$ cat src/rtl/mem_io_pkg.sv
// Shared state encoding, default IO window addresses and IO decode helper
// for the SLC-3 memory/IO bridge.
package mem_io_pkg;

    typedef enum logic [2:0] {IDLE, SETUP, ACCESS, HOLD, DONE} state_t;

    localparam logic [15:0] DEF_IO_SW_HEX_ADDR = 16'hFFFF;
    localparam logic [15:0] DEF_IO_LED_ADDR    = 16'hFFFE;

    function automatic logic io_hit(input logic [31:0] a,
                                    input logic [31:0] sw_hex,
                                    input logic [31:0] led);
        return (a == sw_hex) || (a == led);
    endfunction

endpackage

$ cat src/rtl/mem_io_ctrl_if.sv
// CPU request/ack handshake, async SRAM bus and board IO of the memory/IO bridge.
interface mem_io_ctrl_if #(
    parameter int CPU_ADDR_W  = 16,
    parameter int SRAM_ADDR_W = 20,
    parameter int NUM_HEX     = 4,
    parameter int LED_W       = 12
);
    logic                   req;
    logic                   we;
    logic [1:0]             be;
    logic [CPU_ADDR_W-1:0]  addr;
    logic [15:0]            wdata;
    logic [15:0]            rdata;
    logic                   ack;
    logic                   busy;
    logic                   CE;
    logic                   OE;
    logic                   WE;
    logic                   UB;
    logic                   LB;
    logic [SRAM_ADDR_W-1:0] ADDR;
    logic [15:0]            Data_to_SRAM;
    logic                   Data_oe;
    logic [15:0]            Data_from_SRAM;
    logic [15:0]            Switches;
    logic [NUM_HEX*4-1:0]   hex_out;
    logic [LED_W-1:0]       LED;

    modport slave (
        input  req, we, be, addr, wdata, Data_from_SRAM, Switches,
        output rdata, ack, busy, CE, OE, WE, UB, LB, ADDR, Data_to_SRAM, Data_oe,
               hex_out, LED
    );

    modport master (
        output req, we, be, addr, wdata, Data_from_SRAM, Switches,
        input  rdata, ack, busy, CE, OE, WE, UB, LB, ADDR, Data_to_SRAM, Data_oe,
               hex_out, LED
    );
endinterface

$ cat src/rtl/mem_io_sram_seq.sv
// Access sequencer: state register, wait counter and registered SRAM strobes.
// Strobes are computed from the next state so they line up with the state they belong to.
module mem_io_sram_seq
    import mem_io_pkg::*;
#(
    parameter int WAIT_STATES = 1
) (
    input  logic       clk,
    input  logic       rst,
    input  logic       i_go_sram,
    input  logic       i_go_io,
    input  logic       i_we,
    input  logic [1:0] i_be,
    output logic       o_idle,
    output logic       o_rd_cap,
    output logic       o_ack,
    output logic       o_busy,
    output logic       o_ce_n,
    output logic       o_oe_n,
    output logic       o_we_n,
    output logic       o_ub_n,
    output logic       o_lb_n,
    output logic       o_data_oe
);
    localparam logic [3:0] WAIT_INIT = 4'(WAIT_STATES);

    state_t     r_state;
    state_t     w_next;
    logic [3:0] r_cnt;
    logic       r_we;
    logic [1:0] r_be;
    logic       w_we;
    logic [1:0] w_be;
    logic       w_ext;
    logic       w_acc;

    always_comb begin
        w_next = r_state;
        case (r_state)
            IDLE: begin
                if (i_go_io)        w_next = DONE;
                else if (i_go_sram) w_next = i_we ? SETUP : ACCESS;
            end
            SETUP:   w_next = ACCESS;
            ACCESS:  if (r_cnt == 4'd0) w_next = r_we ? HOLD : DONE;
            HOLD:    w_next = DONE;
            DONE:    w_next = IDLE;
            default: w_next = IDLE;
        endcase
    end

    // On the acceptance edge the latched copies are not yet valid, so use the request itself
    assign w_we     = (r_state == IDLE) ? i_we : r_we;
    assign w_be     = (r_state == IDLE) ? i_be : r_be;
    assign w_ext    = (w_next == SETUP) || (w_next == ACCESS) || (w_next == HOLD);
    assign w_acc    = (w_next == ACCESS);
    assign o_idle   = (r_state == IDLE);
    assign o_rd_cap = (r_state == ACCESS) && (r_cnt == 4'd0) && !r_we;

    always_ff @(posedge clk) begin
        if (rst) begin
            r_state   <= IDLE;
            r_cnt     <= 4'd0;
            r_we      <= 1'b0;
            r_be      <= 2'b00;
            o_ack     <= 1'b0;
            o_busy    <= 1'b0;
            o_ce_n    <= 1'b1;
            o_oe_n    <= 1'b1;
            o_we_n    <= 1'b1;
            o_ub_n    <= 1'b1;
            o_lb_n    <= 1'b1;
            o_data_oe <= 1'b0;
        end else begin
            r_state <= w_next;
            if (o_idle && (i_go_sram || i_go_io)) begin
                r_we <= i_we;
                r_be <= i_be;
            end
            if (w_acc && (r_state != ACCESS))
                r_cnt <= WAIT_INIT;
            else if ((r_state == ACCESS) && (r_cnt != 4'd0))
                r_cnt <= r_cnt - 4'd1;
            o_ack     <= (w_next == DONE);
            o_busy    <= (w_next != IDLE);
            o_ce_n    <= !w_ext;
            o_oe_n    <= !(w_acc && !w_we);
            o_we_n    <= !(w_acc && w_we);
            o_ub_n    <= !(w_acc && (!w_we || w_be[1]));
            o_lb_n    <= !(w_acc && (!w_we || w_be[0]));
            o_data_oe <= w_we && w_ext;
        end
    end

endmodule

$ cat src/rtl/mem_io_ctrl.sv
// SLC-3 memory/IO bridge top: request decode, IO window registers, switch
// synchronizer and read-data register around the SRAM access sequencer.
module mem_io_ctrl
    import mem_io_pkg::*;
#(
    parameter int                    CPU_ADDR_W     = 16,
    parameter int                    SRAM_ADDR_W    = 20,
    parameter int                    WAIT_STATES    = 1,
    parameter int                    NUM_HEX        = 4,
    parameter int                    LED_W          = 12,
    parameter logic [CPU_ADDR_W-1:0] IO_SW_HEX_ADDR = CPU_ADDR_W'(DEF_IO_SW_HEX_ADDR),
    parameter logic [CPU_ADDR_W-1:0] IO_LED_ADDR    = CPU_ADDR_W'(DEF_IO_LED_ADDR)
) (
    input  logic         Clk,
    input  logic         Reset,
    mem_io_ctrl_if.slave bus
);
    logic                   w_idle;
    logic                   w_rd_cap;
    logic                   w_accept;
    logic                   w_io;
    logic                   w_hit_sw;
    logic                   w_ack;
    logic                   w_busy;
    logic                   w_ce_n;
    logic                   w_oe_n;
    logic                   w_we_n;
    logic                   w_ub_n;
    logic                   w_lb_n;
    logic                   w_data_oe;
    logic [15:0]            r_sw_s1;
    logic [15:0]            r_sw_s2;
    logic [15:0]            r_rdata;
    logic [15:0]            r_wdata;
    logic [SRAM_ADDR_W-1:0] r_addr;
    logic [NUM_HEX*4-1:0]   r_hex;
    logic [LED_W-1:0]       r_led;

    assign w_accept = w_idle && bus.req;
    assign w_hit_sw = (bus.addr == IO_SW_HEX_ADDR);
    assign w_io     = io_hit(32'(bus.addr), 32'(IO_SW_HEX_ADDR), 32'(IO_LED_ADDR));

    mem_io_sram_seq #(
        .WAIT_STATES (WAIT_STATES)
    ) u_seq (
        .clk       (Clk),
        .rst       (Reset),
        .i_go_sram (w_accept && !w_io),
        .i_go_io   (w_accept && w_io),
        .i_we      (bus.we),
        .i_be      (bus.be),
        .o_idle    (w_idle),
        .o_rd_cap  (w_rd_cap),
        .o_ack     (w_ack),
        .o_busy    (w_busy),
        .o_ce_n    (w_ce_n),
        .o_oe_n    (w_oe_n),
        .o_we_n    (w_we_n),
        .o_ub_n    (w_ub_n),
        .o_lb_n    (w_lb_n),
        .o_data_oe (w_data_oe)
    );

    always_ff @(posedge Clk) begin
        if (Reset) begin
            r_sw_s1 <= '0;
            r_sw_s2 <= '0;
            r_rdata <= '0;
            r_wdata <= '0;
            r_addr  <= '0;
            r_hex   <= '0;
            r_led   <= '0;
        end else begin
            r_sw_s1 <= bus.Switches;
            r_sw_s2 <= r_sw_s1;
            if (w_accept) begin
                r_addr  <= SRAM_ADDR_W'(bus.addr);
                r_wdata <= bus.wdata;
            end
            // IO accesses complete in one cycle, so their effect lands on the acceptance edge
            if (w_accept && w_io) begin
                if (bus.we) begin
                    if (w_hit_sw) r_hex <= bus.wdata[NUM_HEX*4-1:0];
                    else          r_led <= bus.wdata[LED_W-1:0];
                end else begin
                    r_rdata <= w_hit_sw ? r_sw_s2 : 16'(r_led);
                end
            end
            if (w_rd_cap)
                r_rdata <= bus.Data_from_SRAM;
        end
    end

    assign bus.rdata        = r_rdata;
    assign bus.ack          = w_ack;
    assign bus.busy         = w_busy;
    assign bus.CE           = w_ce_n;
    assign bus.OE           = w_oe_n;
    assign bus.WE           = w_we_n;
    assign bus.UB           = w_ub_n;
    assign bus.LB           = w_lb_n;
    assign bus.ADDR         = r_addr;
    assign bus.Data_to_SRAM = r_wdata;
    assign bus.Data_oe      = w_data_oe;
    assign bus.hex_out      = r_hex;
    assign bus.LED          = r_led;

endmodule
$ cat src/flat_wrapper.sv
// flat-port wrapper written by rule: the top's interface ports become plain ports
module mem_io_ctrl_flat import mem_io_pkg::*;
#(
    parameter int                    CPU_ADDR_W     = 16,
    parameter int                    SRAM_ADDR_W    = 20,
    parameter int                    WAIT_STATES    = 1,
    parameter int                    NUM_HEX        = 4,
    parameter int                    LED_W          = 12,
    parameter logic [CPU_ADDR_W-1:0] IO_SW_HEX_ADDR = CPU_ADDR_W'(DEF_IO_SW_HEX_ADDR),
    parameter logic [CPU_ADDR_W-1:0] IO_LED_ADDR    = CPU_ADDR_W'(DEF_IO_LED_ADDR)
)
  (Clk, Reset, bus_req, bus_we, bus_be, bus_addr, bus_wdata, bus_Data_from_SRAM, bus_Switches, bus_rdata, bus_ack, bus_busy, bus_CE, bus_OE, bus_WE, bus_UB, bus_LB, bus_ADDR, bus_Data_to_SRAM, bus_Data_oe, bus_hex_out, bus_LED);
  mem_io_ctrl_if #(.CPU_ADDR_W(CPU_ADDR_W), .SRAM_ADDR_W(SRAM_ADDR_W), .NUM_HEX(NUM_HEX), .LED_W(LED_W)) bus_i ();
  input  logic Clk;
  input  logic Reset;
  input wire logic [$bits(bus_i.req)-1:0] bus_req;
  input wire logic [$bits(bus_i.we)-1:0] bus_we;
  input wire logic [$bits(bus_i.be)-1:0] bus_be;
  input wire logic [$bits(bus_i.addr)-1:0] bus_addr;
  input wire logic [$bits(bus_i.wdata)-1:0] bus_wdata;
  input wire logic [$bits(bus_i.Data_from_SRAM)-1:0] bus_Data_from_SRAM;
  input wire logic [$bits(bus_i.Switches)-1:0] bus_Switches;
  output wire logic [$bits(bus_i.rdata)-1:0] bus_rdata;
  output wire logic [$bits(bus_i.ack)-1:0] bus_ack;
  output wire logic [$bits(bus_i.busy)-1:0] bus_busy;
  output wire logic [$bits(bus_i.CE)-1:0] bus_CE;
  output wire logic [$bits(bus_i.OE)-1:0] bus_OE;
  output wire logic [$bits(bus_i.WE)-1:0] bus_WE;
  output wire logic [$bits(bus_i.UB)-1:0] bus_UB;
  output wire logic [$bits(bus_i.LB)-1:0] bus_LB;
  output wire logic [$bits(bus_i.ADDR)-1:0] bus_ADDR;
  output wire logic [$bits(bus_i.Data_to_SRAM)-1:0] bus_Data_to_SRAM;
  output wire logic [$bits(bus_i.Data_oe)-1:0] bus_Data_oe;
  output wire logic [$bits(bus_i.hex_out)-1:0] bus_hex_out;
  output wire logic [$bits(bus_i.LED)-1:0] bus_LED;
  assign bus_i.req = bus_req;
  assign bus_i.we = bus_we;
  assign bus_i.be = bus_be;
  assign bus_i.addr = bus_addr;
  assign bus_i.wdata = bus_wdata;
  assign bus_i.Data_from_SRAM = bus_Data_from_SRAM;
  assign bus_i.Switches = bus_Switches;
  assign bus_rdata = bus_i.rdata;
  assign bus_ack = bus_i.ack;
  assign bus_busy = bus_i.busy;
  assign bus_CE = bus_i.CE;
  assign bus_OE = bus_i.OE;
  assign bus_WE = bus_i.WE;
  assign bus_UB = bus_i.UB;
  assign bus_LB = bus_i.LB;
  assign bus_ADDR = bus_i.ADDR;
  assign bus_Data_to_SRAM = bus_i.Data_to_SRAM;
  assign bus_Data_oe = bus_i.Data_oe;
  assign bus_hex_out = bus_i.hex_out;
  assign bus_LED = bus_i.LED;
  mem_io_ctrl #(.CPU_ADDR_W(CPU_ADDR_W), .SRAM_ADDR_W(SRAM_ADDR_W), .WAIT_STATES(WAIT_STATES), .NUM_HEX(NUM_HEX), .LED_W(LED_W), .IO_SW_HEX_ADDR(IO_SW_HEX_ADDR), .IO_LED_ADDR(IO_LED_ADDR)) u_core (.Clk(Clk), .Reset(Reset), .bus(bus_i));
endmodule
$ cat config.mk
export PLATFORM = sky130hd
export DESIGN_NAME = mem_io_ctrl_flat
export DESIGN_NICKNAME = d
export VERILOG_FILES = /design/src/rtl/mem_io_pkg.sv /design/src/rtl/mem_io_ctrl_if.sv /design/src/rtl/mem_io_sram_seq.sv /design/src/rtl/mem_io_ctrl.sv /design/src/flat_wrapper.sv
export SDC_FILE = /design/constraint.sdc
export NUM_CORES = 1
export LEC_CHECK = 0
export ABC_AREA = 1
export BUFFER_PORTS_ARGS = -buffer_cell sky130_fd_sc_hd__buf_4
export CORE_MARGIN = 2
export CORE_UTILIZATION = 39
export DETAILED_ROUTE_END_ITERATION = 10
export GPL_TIMING_DRIVEN = 0
export RECOVER_POWER = 25
export SETUP_SLACK_MARGIN = 0.5
export SLEW_MARGIN = 40
export SYNTH_ARGS = -nofsm -noshare
export SYNTH_HDL_FRONTEND = slang
export SYNTH_SLANG_ARGS = --single-unit
$ cat constraint.sdc
create_clock -name Clk -period 2.95 [get_ports Clk]
set_input_delay 0.885 -clock Clk [delete_from_list [all_inputs] [get_ports Clk]]
set_output_delay 0.885 -clock Clk [all_outputs]
set_load 0.05 [all_outputs]
# ---- Word-level counts from Yosys, hierarchy flattened
# Cells that the tools add are included.
dict set report word_totals {
  out_inout_bits 88
  ff_bits 126
  inputBits 70
  elab_cells 84
}
dict set report op_classes {
  add_sub_neg 1
  n_reduce_logical 37
  bitwise_logic 1
  muxes 14
  eq_ne 11
}
# operator count
set op_table {}
lappend op_table {{16-bit two-way mux} 4}
lappend op_table {{16-bit equality test, second input constant} 2}
lappend op_table {{1-bit logical AND} 13}
lappend op_table {{3-bit by 2-bit equality test with 1-bit output, second input constant} 4}
lappend op_table {{3-bit two-way mux} 4}
lappend op_table {{3-bit case mux with 4 select lines} 1}
lappend op_table {{1-bit logical NOT} 8}
lappend op_table {{3-bit by 1-bit equality test with 1-bit output, second input constant} 2}
lappend op_table {{1-bit logical OR} 6}
lappend op_table {{3-bit AND reduction} 2}
lappend op_table {{4-bit logical NOT} 1}
lappend op_table {{2-bit two-way mux} 2}
lappend op_table {{2-bit nonzero test} 2}
lappend op_table {{4-bit nonzero test} 1}
lappend op_table {{4-bit by 1-bit subtractor with 4-bit output, second input constant} 1}
lappend op_table {{3-bit equality test, second input constant} 1}
lappend op_table {{3-bit logical NOT} 1}
lappend op_table {{1-bit two-way mux} 3}
lappend op_table {{3-bit by 2-bit != test with 1-bit output, second input constant} 1}
lappend op_table {{3-bit nonzero test} 1}
lappend op_table {{2-bit by 1-bit != test with 1-bit output, second input constant} 1}
lappend op_table {{2-bit AND reduction} 1}
lappend op_table {{2-bit OR reduction} 1}
lappend op_table {{1-bit inverter} 1}

# ---- Depth between registers and ports, before layout
# Gate-level depths: netlist (run 1).
dict set report logic_depth {
  word_depth 11
  mapped_depth 11
}

# ---- Modules after synthesis
# Synthesis (run 1) repeated with hierarchy kept, for this count alone.
dict set report unflattened {
  hier_cells 739
  area_unflattened_um2 5241.3
}
# mod instances seq_area_each_um2 cells_each area_per_inst_um2
set modules_own_cells {}
lappend modules_own_cells {mem_io_ctrl 1 2162.1 634 4443.0}
lappend modules_own_cells {mem_io_sram_seq 1 360.3 105 798.3}

# ---- Worst setup path after synthesis (run 1)
# No wires, ideal clock.
dict set report synth_timing {
  kind {input to register}
  from {input port bus_addr[9]}
  to {register u_core.r_rdata[10], in the netlist u_core.bus.rdata[10]}
  stages 8
  slack_ps 1059
  setup_ps 117
  arrival_time_ps 1774
  required_time_ps 2833
  cell_sequence {nand2_1 > nor2_1 > nand2_1 > nor2_2 > nand3_2 > nand2_2 > buf_4 > a21oi_1}
}
dict set report synth_between {
  elab_chain_cells 5
  elab_cells_between_ends 10
  cone_classes {2 x eq/ne; 4 x mux; 4 x reduce/logical}
}
# element line
set synth_rtl {}
lappend synth_rtl {{from (decl)} flat_wrapper.sv:19} ;# input wire logic [$bits(bus_i.addr)-1:0] bus_addr;
lappend synth_rtl {{16-bit equality test (on tied branches)} {mem_io_pkg.sv:13, mem_io_ctrl.sv:40}}
lappend synth_rtl {{16-bit two-way mux / 1-bit logical OR (equally long branches)} {mem_io_ctrl.sv:86, mem_io_pkg.sv:13}}
lappend synth_rtl {{16-bit two-way mux / 1-bit logical AND (equally long branches)} {mem_io_ctrl.sv:82, mem_io_ctrl.sv:81}}
lappend synth_rtl {{16-bit two-way mux / 2-bit nonzero test (equally long branches)} -}
lappend synth_rtl {{16-bit two-way mux / 2-bit AND reduction (equally long branches)} -}
lappend synth_rtl {{to (signal assigned)} mem_io_ctrl.sv:86} ;# r_rdata <= w_hit_sw ? r_sw_s2 : 16'(r_led);
lappend synth_rtl {{to (signal assigned)} mem_io_ctrl.sv:90} ;# r_rdata <= bus.Data_from_SRAM;
lappend synth_rtl {{to (decl)} mem_io_ctrl.sv:33} ;# logic [15:0] r_rdata;
# Parallel ways exist; a longest one is shown, timed or not. The select of a mux whose other input is x is not followed.
# A chain may end at the register's enable or synchronous reset.

# ---- Final worst setup path (run 1)
dict set report layout_timing {
  from {register u_core.u_seq.r_state[0]}
  to {register u_core.r_addr[1], in the netlist u_core.bus.ADDR[1]}
}
dict set report layout_between {
  elab_chain_cells 2
}
# element line
set layout_rtl {}
lappend layout_rtl {{from (decl)} mem_io_sram_seq.sv:27} ;# state_t r_state;
lappend layout_rtl {{from (signal assigned)} mem_io_sram_seq.sv:75} ;# r_state <= w_next;
lappend layout_rtl {{3-bit logical NOT} mem_io_sram_seq.sv:57} ;# assign o_idle = (r_state == IDLE);
lappend layout_rtl {{1-bit logical AND} mem_io_ctrl.sv:39} ;# assign w_accept = w_idle && bus.req;
lappend layout_rtl {{to (signal assigned)} mem_io_ctrl.sv:77} ;# r_addr <= SRAM_ADDR_W'(bus.addr);
lappend layout_rtl {{to (decl)} mem_io_ctrl.sv:35} ;# logic [SRAM_ADDR_W-1:0] r_addr;
# No other way between the ends.

==> results.json, run 1 <==
{
  "antenna_found_initial": 0,
  "ctsResizeCount": 0,
  "seq_area_frac_synth_pct": 49.9,
  "fin_crit_ns": 2.15,
  "nNetsFinal": 943,
  "min_from": "u_core.r_sw_s1[7]",
  "end_kind": "flip-flop",
  "area_growth_syn_to_layout_pct": 39.6,
  "cts_tree": "done",
  "cts_buffer_depth": 2,
  "ff2ff_path_depth": 8,
  "max-slew-margin-rel_pct": 58.2,
  "path_class": "flip-flop to flip-flop",
  "via_count": 4752,
  "core_mm2": 0.0126,
  "post-cts-setup-buffer-count": 0,
  "cp-start-kind": "flip-flop",
  "hold_violations": 0,
  "fin_area_mm2": 0.00706,
  "rrSetupSlack_ns": 0.80,
  "rsz0062_at_grt": "no",
  "grt-ovfl-total": 0,
  "r2r_start": "u_core.u_seq.r_state[0]",
  "drc": 0,
  "max_freq_mhz": 465,
  "drt-total-wl_um": 14000,
  "required_ns": 3.30,
  "async_reset_ff_share_pct": 0,
  "place_area_mm2": 0.00643,
  "start_util_pct": 40.1,
  "timing.rr.end": "u_core.bus.ADDR[1]",
  "cp_max_fo": 10,
  "syn_area_mm2": 0.00506,
  "finish.utilization_pct": 56.0,
  "worstMarginPinSlew_ns": 0.626,
  "globalplace.congestion": 0.914,
  "num_antenna_cells": 0,
  "viasPerCell": 4.50,
  "hold_end": "u_core.r_sw_s2[7]",
  "yosysUniqueCellTypes": 31,
  "grt_pass1_vias": 4580,
  "peakVddDrop_mv": 0.371,
  "avgSynthCellArea_um2": 7.26,
  "yosys-top-cells-count": "153 x nor2_1, 126 x dfxtp_1, 111 x nand2_1, 98 x inv_1, 55 x o21ai_0",
  "skew_ns": 0.00702,
  "power_mw": 5.16,
  "fp-row-count": 41,
  "worstHoldPathCells": 2,
  "clk_pin_slew_ns": 0.06,
  "pre_cts_ws_ns": 0.494,
  "yosysTopAreaCell": "dfxtp_1",
  "ant_nets": 0,
  "wire_per_inst_um": 13.3,
  "critPathArrivalTime_ns": 2.50,
  "cellLeakagePower_nw": 3.51,
  "grt_usage_pct": 20.3,
  "insertion_delay_ns": 0.42,
  "hpwlAfterDp_um": 11000,
  "ys.flop_type": "dfxtp_1",
  "io_buffers": 152,
  "yosysWarningCount": 0,
  "maxCapViolations": 0,
  "io_pins": 158,
  "syn-instance-count": 697,
  "drive_above_1_share_pct": 23.8,
  "cts.sink_count": 126,
  "hold_buffers": 0,
  "grt_pass1_wl_um": 22400,
  "slew_viol_final": 0,
  "synthTopCellsByArea": "dfxtp_1 50%, nor2_1 11%, nand2_1 8.2%, inv_1 7.3%, o21ai_0 5.4%",
  "fp.dieArea_mm2": 0.0139,
  "status": "completed",
  "die_x_um": 118,
  "fin_cells": 1056,
  "yosysMostFrequentCell": "nor2_1",
  "synth_edf_count": 0,
  "min_path_type": "flip-flop to flip-flop",
  "grt_max_degree": 17,
  "finalSetupViolations": 0,
  "period_share_pct": 72.9,
  "cts_made_buffers": 17,
  "fillCellCount": 1235,
  "post-place-cells": 1024,
  "first_pass_iters": 5,
  "hold_ws_ns": 0.403,
  "yosys.area.top_type_share_pct": 49.9,
  "timing.final.ws_setup_ns": 0.799,
  "cts_root_buf": "clkbuf_16",
  "drt_iter0_drc": 292,
  "cts_max_level": 4,
  "power_density_mw_per_mm2": 731,
  "setup_tns_ns": 0,
  "die_h_um": 118,
  "postSynthRegisterBits": 126
}
-- critical path, cell delays in order (launching register included) --
cell        delay [ns]
dfxtp_1           0.36
nor2_1            0.08
nand2_1           0.18
clkinvlp_2        0.23
nand2_1           0.23
clkbuf_1          0.41
clkbuf_1          0.39
nor2_1            0.08
nor2_1            0.12
-- registers in the layout (all words and copies together), names as in the netlist --
name and cells:
u_core.u_seq.r_state 3, u_core.r_sw_s2 16, u_core.u_seq.o_lb_n 1, u_core.u_seq.o_busy 1, u_core.bus.hex_out 16, u_core.r_sw_s1 16, u_core.u_seq.o_ce_n 1, u_core.u_seq.r_be 2
u_core.u_seq.o_ack 1, u_core.u_seq.o_data_oe 1, u_core.bus.rdata 16, u_core.u_seq.o_we_n 1, u_core.bus.LED 12, u_core.bus.ADDR 16, u_core.u_seq.r_cnt 4, u_core.u_seq.o_oe_n 1
u_core.bus.Data_to_SRAM 16, u_core.u_seq.r_we 1, u_core.u_seq.o_ub_n 1
-- worst max-delay path by stage --
| stage | start | to | slack, ns | depth (start not counted) |
|---|---|---|---|---|
| 2_1_floorplan | bus_addr[9] | u_core.bus.rdata[10] | 1.06 | 8 |
| 3_3_place_gp | Reset | u_core.u_seq.r_cnt[0] | 0.55 | 6 |
| 3_5_place_dp | Reset | u_core.bus.Data_to_SRAM[3] | 0.49 | 6 |
| 4_1_cts | Reset | u_core.bus.Data_to_SRAM[3] | 0.91 | 6 |
| 5_1_grt | u_core.u_seq.r_state[0] | u_core.bus.ADDR[4] | 0.52 | 8 |
| 6_report | u_core.u_seq.r_state[0] | u_core.bus.ADDR[1] | 0.80 | 8 |
-- where the power goes --
group	leakage (nW)	switching, mW	internal, mW
Clock	0.322	0.733	1.57
Combinational	2.16	0.668	0.303
Sequential	1.03	0.0596	1.83
Total	3.51	1.46	3.70
-- logic make-up after synthesis --
kind of cell | share of synthesized area [%]
xor gates and xnor gates | 0.520
adders and majority gates | 0.495
other | 0.0741
buffers and inverters | 11.6
and+or+nand+nor | 27.6
AOI/OAI and AO/OA | 9.82
DFF | 49.9
-- placed cells by master, fill, tap and decap left out, drive strengths merged, types with 4 or more instances in the layout --
cell / n
buf: 166
nor2: 159
dfxtp: 126
nand2: 115
inv: 101
o21ai: 64
clkbuf: 47
nand3: 39
a21oi: 28
or2: 12
bufinv: 5
conb: 4
clkinv: 4
-- cell type report --
class	count	area (um2)	share of cell area (%)
inverter	102	384	5.44
clock buffer	23	478	6.77
tap	172	215	3.05
clock inverter	9	181	2.57
sequential	126	2520	35.7
multi-input combinational	434	1940	27.5
timing repair buffer	152	1140	16.2
buffer	38	198	2.80
-- layer usage --
metal / vias up / global-route usage [%] / share of wire [%]
met3: 12 / 7.17 / 6.6
li1: 2468 / - / -
met1: 2141 / 24.6 / 44
met5: - / 0 / 0
met4: 0 / 6.93 / 1.3
met2: 131 / 33.6 / 48
Power figures use the tool's default switching activity.
==> inputs of run 2 (changes only) <==
--- a/config.mk
+++ b/config.mk
@@ -11,6 +11,7 @@
 export CORE_UTILIZATION = 39
 export DETAILED_ROUTE_END_ITERATION = 10
 export GPL_TIMING_DRIVEN = 0
+export PLACE_DENSITY = 0.66
 export RECOVER_POWER = 25
 export SETUP_SLACK_MARGIN = 0.5
 export SLEW_MARGIN = 40
==> constraint.sdc (replaced) <==
create_clock -name Clk -period 1.79 [get_ports Clk]
set_input_delay 0.537 -clock Clk [delete_from_list [all_inputs] [get_ports Clk]]
set_output_delay 0.537 -clock Clk [all_outputs]
set_load 0.05 [all_outputs]
==> run 2 against run 1 <==
Effect of this change:
- core utilization is 16 points higher
- sequential cell count stayed put
- setup slack got worse by 0.64 ns
- sequential share of layout area fell by 6.7 points
- cell area increased by 29%
- global-route usage rose by 2.3 points
- routed wire length is 23% higher
- critical path type unchanged
- highest routed layer unchanged
==> results.json, run 2 (same netlist as run 1, synthesis figures left out) <==
{
  "place_area_mm2": 0.00670,
  "min_path_type": "input pin to flip-flop",
  "power_density_mw_per_mm2": 997,
  "clk_pin_slew_ns": 0.06,
  "grt_pass1_wl_um": 25100,
  "use_met2_pct": 39.5,
  "period_share_pct": 91.3,
  "status": "completed",
  "ant_nets": 0,
  "top_usage_layer": "met2",
  "drt-total-wl_um": 17300,
  "area_growth_syn_to_layout_pct": 80.6,
  "hpwlAfterDp_um": 10600,
  "rrSetupSlack_ns": 0.16,
  "rsz0062_at_grt": "yes",
  "io_pins": 158,
  "grt-ovfl-total": 0,
  "io_buffers": 152,
  "core_mm2": 0.0126,
  "hold_end": "u_core.r_sw_s1[7]",
  "first_pass_iters": 5,
  "globalplace.congestion": 0.845,
  "nNetsFinal": 1006,
  "cts_root_buf": "clkbuf_16",
  "insertion_delay_ns": 0.42,
  "peakVddDrop_mv": 0.781,
  "min_from": "bus_Switches[7]",
  "drc": 0,
  "worstHoldPathCells": 3,
  "cts.sink_count": 126,
  "r2r_start": "u_core.u_seq.r_state[2]",
  "grt_pass1_vias": 5154,
  "cts_buffer_depth": 2,
  "final_common_cell": "buf_4",
  "finalSetupViolations": 0,
  "critPathArrivalTime_ns": 1.98,
  "fp.dieArea_mm2": 0.0139,
  "required_ns": 2.13,
  "fp-row-count": 41,
  "hold_violations": 0,
  "max-slew-margin-rel_pct": 58.3,
  "cellLeakagePower_nw": 4.26,
  "drt_iter0_drc": 348,
  "max_freq_mhz": 612,
  "grt_max_degree": 17,
  "cts_max_level": 4,
  "viasPerCell": 4.81,
  "cts_tree": "done",
  "cts_made_buffers": 17,
  "drive_above_1_share_pct": 54.3,
  "timing.rr.end": "u_core.bus.hex_out[1]",
  "via_count": 5380,
  "skew_ns": 0.00634,
  "maxCapViolations": 0,
  "final_cell_mix": "112 x buf_4, 102 x nor2_1, 91 x inv_1, 91 x nand2_1, 79 x dfxtp_2",
  "die_x_um": 118,
  "cp_max_fo": 8,
  "fillCellCount": 886,
  "path_class": "flip-flop to flip-flop",
  "setup_tns_ns": 0,
  "start_util_pct": 40.1,
  "fin_area_mm2": 0.00914,
  "antenna_found_initial": 0,
  "die_h_um": 118,
  "num_antenna_cells": 0,
  "finish.utilization_pct": 72.4,
  "cp-start-kind": "flip-flop",
  "ff2ff_path_depth": 10,
  "end_kind": "flip-flop",
  "fin_crit_ns": 1.63,
  "grt_use_met3_pct": 6.98,
  "grt_usage_pct": 22.7,
  "wire_per_inst_um": 15.4,
  "grt_use_met1_pct": 25.7,
  "worstMarginPinSlew_ns": 0.625,
  "slew_viol_final": 0
}
[run 2: cell types whose count changed in the layout (fill, tap and decap cells not counted), sizes merged]
cell,before,now
buf,166,224
bufinv,5,2
clkinv,4,7
clkinvlp,1,4
clkbuf,47,48
inv,101,102
[run 2: how the worst max path moves through the flow]
| stage | start | end | depth (start not counted) | slack [ns] |
|---|---|---|---|---|
| 3_5_place_dp | bus_addr[0] | u_core.bus.rdata[7] | 9 | 0.006 |
| 3_3_place_gp | bus_addr[10] | u_core.bus.rdata[12] | 10 | 0.006 |
| 6_report | u_core.u_seq.r_state[2] | u_core.bus.hex_out[1] | 10 | 0.16 |
| 4_1_cts | u_core.bus.rdata[0] | bus_rdata[0] | 1 | 0.27 |
| 2_1_floorplan | bus_addr[14] | u_core.bus.LED[0] | 8 | 0.35 |
| 5_1_grt | u_core.u_seq.r_state[0] | u_core.bus.hex_out[1] | 10 | 0.07 |
[run 2: metal layers]
layer  up-vias  wire, um
met4         0       374
met2       193      9030
met5         -         0
li1       2609         -
met3        40      1120
met1      2538      6750
[run 2: area by class of cell]
type | count | area, um2 | share of cell area, %
buffer | 38 | 365 | 4.00
clock buffer | 19 | 453 | 4.96
clock inverter | 13 | 140 | 1.53
inverter | 102 | 390 | 4.27
multi-input combinational | 434 | 2670 | 29.3
sequential | 126 | 2660 | 29.1
tap | 172 | 215 | 2.36
timing repair buffer | 215 | 2240 | 24.6
[run 2: where the power goes]
group          leakage, nW  internal [mW]  total [mW]  switching [mW]
clock                0.281           2.12        3.43            1.31
sequential            1.07           3.04        3.19           0.150
combinational         2.91           1.06        2.49            1.43
[run 2: worst max-delay path, stage by stage, from the launching register on]
cell,delay [ns]
dfxtp_2,0.33
nor2_4,0.14
nand2_4,0.09
clkinv_4,0.06
nand2_4,0.06
nor2_4,0.17
nand4_4,0.23
buf_6,0.21
nand2_1,0.05
nand2_1,0.07
nor2_1,0.15
[run 2: timing repair]
action / in CTS / in global routing
pin swaps: 41 / 38
endpoints found under the hold margin: 0 / 0
endpoints found under the setup margin: 174 / 178
gates resized for setup: 370 / 116
hold buffers: 0 / 0
cloned: 11 / 2
buffers inserted: 30 / 20
[run 2: per-stage QoR]
stage          hold WS (ns)  std cells  worst slack (ns)  power (mW)
6_report              0.316       1119             0.156        9.11
5_1_grt               0.325       1119            0.0691        9.42
4_1_cts               0.305       1097             0.267        8.90
3_5_place_dp          0.392       1024           0.00602        4.88
3_3_place_gp          0.394       1024           0.00614        4.85
2_1_floorplan         0.388        700             0.354        4.32
==> inputs of run 3 (changes only) <==
--- a/config.mk
+++ b/config.mk
@@ -8,10 +8,10 @@
 export ABC_AREA = 1
 export BUFFER_PORTS_ARGS = -buffer_cell sky130_fd_sc_hd__buf_4
 export CORE_MARGIN = 2
-export CORE_UTILIZATION = 39
+export CORE_UTILIZATION = 46
 export DETAILED_ROUTE_END_ITERATION = 10
 export GPL_TIMING_DRIVEN = 0
-export PLACE_DENSITY = 0.66
+export PLACE_DENSITY = 0.76
 export RECOVER_POWER = 25
 export SETUP_SLACK_MARGIN = 0.5
 export SLEW_MARGIN = 40
==> run 3 against run 2 <==
Effect of this change:
- the run now ends with setup timing left
- setup slack lost 0.24 ns
- via count grew 20%
- sequential cell count did not move
- fmax down 13%
- sequential power rose by 2%
- clock skew is 0.0078 ns higher
- final cell count fell by 1.3%
- non-clock buffer count increased by 18
- routed wire length grew 49%
- global-route usage increased by 8.7 points
- sequential share of layout area is 1.6 points lower
- largest power group unchanged
==> results.json, run 3 (same netlist as run 1, synthesis figures left out) <==
{
  "hold_buffers": 0,
  "num_antenna_cells": 0,
  "rsz0062_at_grt": "yes",
  "die_x_um": 109,
  "fillCellCount": 388,
  "start_util_pct": 46.9,
  "crit_chain": "inv_2, ha_4, nand2_4, nor2_4, nand3_4, buf_4, nand3_1, nand2_1, a21oi_1",
  "maxCapViolations": 0,
  "grt_max_degree": 17,
  "power_mw": 10.2,
  "grt-ovfl-total": 0,
  "io_pins": 158,
  "cts_max_level": 4,
  "peakVddDrop_mv": 0.888,
  "grt_pass1_wl_um": 28100,
  "hold_ws_ns": 0.200,
  "rrSetupSlack_ns": -0.09,
  "status": "complete, but fails checks",
  "cp_slowest_cell": "dfxtp_2",
  "insertion_delay_ns": 0.55,
  "fp-row-count": 38,
  "hold_violations": 0,
  "multiInputGateArea_mm2": 0.00284,
  "cts_made_buffers": 17,
  "cp-start-kind": "flip-flop",
  "globalplace.congestion": 0.855,
  "finalSetupViolations": 3,
  "core_mm2": 0.0108,
  "slew_viol_final": 0,
  "max_freq_mhz": 533,
  "drive_above_1_share_pct": 58.7,
  "skew_ns": 0.0142,
  "fp.dieArea_mm2": 0.0119,
  "die_h_um": 109,
  "power_density_mw_per_mm2": 1050,
  "place_area_mm2": 0.00666,
  "drc": 0,
  "cts_buffer_depth": 2,
  "grt_usage_pct": 31.4,
  "final_cell_mix": "120 x buf_4, 91 x inv_1, 90 x buf_8, 83 x dfxtp_2, 80 x nor2_1",
  "cp_max_fo": 10,
  "viasPerCell": 5.82,
  "antenna_found_initial": 0,
  "final_common_cell": "buf_4",
  "period_share_pct": 105,
  "path_class": "flip-flop to flip-flop",
  "cts.sink_count": 126,
  "fin_area_mm2": 0.00966,
  "r2r_start": "u_core.u_seq.r_cnt[0]",
  "clk_pin_slew_ns": 0.07,
  "timing.rr.end": "u_core.bus.rdata[1]",
  "ff2ff_path_depth": 9,
  "finish.utilization_pct": 89.5,
  "io_buffers": 152,
  "setup.worst_path.start": "u_core.u_seq.r_cnt[0]",
  "min_path_type": "input pin to flip-flop",
  "drt_iter0_drc": 648,
  "cts_root_buf": "clkbuf_8",
  "area_growth_syn_to_layout_pct": 90.9,
  "hpwlAfterDp_um": 10400,
  "violations": "setup timing",
  "cellLeakagePower_nw": 4.43,
  "min_from": "bus_Switches[14]",
  "ant_nets": 0,
  "wire_per_inst_um": 23.2,
  "grt_pass1_vias": 5731,
  "drt-total-wl_um": 25700,
  "timing.final.ws_setup_ns": -0.0876,
  "endpoint": "u_core.bus.rdata[1]",
  "cp_slowest_stage_delay_ns": 0.34,
  "register_area_mm2": 0.00265,
  "nNetsFinal": 1024,
  "end_kind": "flip-flop",
  "first_pass_iters": 8,
  "cts_tree": "done",
  "fin_crit_ns": 1.88,
  "critPathArrivalTime_ns": 2.31,
  "max-slew-margin-rel_pct": 34.0,
  "worstMarginPinSlew_ns": 0.990,
  "via_count": 6431,
  "required_ns": 2.23
}
run 3: cell count changes in the layout (fill, tap and decap cells not counted), moves of 4 or more:
cell / before / now
bufinv_16: 2 / 6
buf_4: 112 / 120
nor2_1: 102 / 80
o21ai_1: 5 / 9
nor2_4: 33 / 45
nor2_2: 24 / 34
nand2_1: 91 / 77
dfxtp_2: 79 / 83
nand2_2: 7 / 19
clkinvlp_4: 4 / 0
clkbuf_2: 15 / 5
buf_8: 68 / 90
run 3: through the flow:
stage	cells	TNS (ns)	setup WS, ns
after floorplan	700	0	0.354
after global placement	992	0	0.0251
after detailed placement	992	-0.00382	-0.00382
after CTS	1076	0	0.207
after global routing	1105	-0.172	-0.0735
final	1105	-0.152	-0.0876
run 3: per-layer routing:
metal,vias up,wire length (um),global-route usage (%)
met5,-,0,0
met3,198,2430,10.5
met2,574,12700,55.9
li1,2638,-,-
met1,3021,8550,33.8
met4,0,2010,13.5
run 3: cell type report:
| type | instances | share of cell area, % |
|---|---|---|
| multi-input cells | 434 | 29.4 |
| flip-flops and latches | 126 | 27.4 |
| repair buffers | 233 | 26.5 |
| clock buffers | 19 | 4.57 |
| inverters | 102 | 4.12 |
| plain buffers | 38 | 3.77 |
| clock inverters | 13 | 2.42 |
| well taps | 140 | 1.81 |
run 3: worst min path at each step:
stage	cells past startpoint	slack [ns]	end
finish	3	0.20	u_core.r_sw_s1[14]
global placement	2	0.39	u_core.r_sw_s2[12]
floorplan	2	0.39	u_core.r_sw_s2[0]
detailed placement	2	0.39	u_core.r_sw_s2[1]
global route	3	0.22	u_core.r_sw_s1[11]
CTS	3	0.21	u_core.r_sw_s1[14]
run 3: worst max-delay path: cells and delay by family (launching register included):
kind,cells,cell delay (ns)
AND/OR/NAND/NOR,5,0.68
adder cells (fa/ha/maj),1,0.15
buffers and inverters,2,0.33
flip-flops,1,0.34
AO/OA/AOI/OAI,1,0.26
run 3: power breakdown:
part	leakage (nW)	switching, mW	internal [mW]
logic	3.03	1.66	1.21
registers	1.07	0.196	3.04
clock network	0.333	1.43	2.63
total	4.43	3.29	6.88
run 3: timing repair:
item | 4_1_cts | 5_1_grt
endpoints found under the setup margin | 175 | 178
setup buffers | 41 | 26
pin swaps | 54 | 46
gates cloned | 11 | 3
resized for setup | 386 | 181
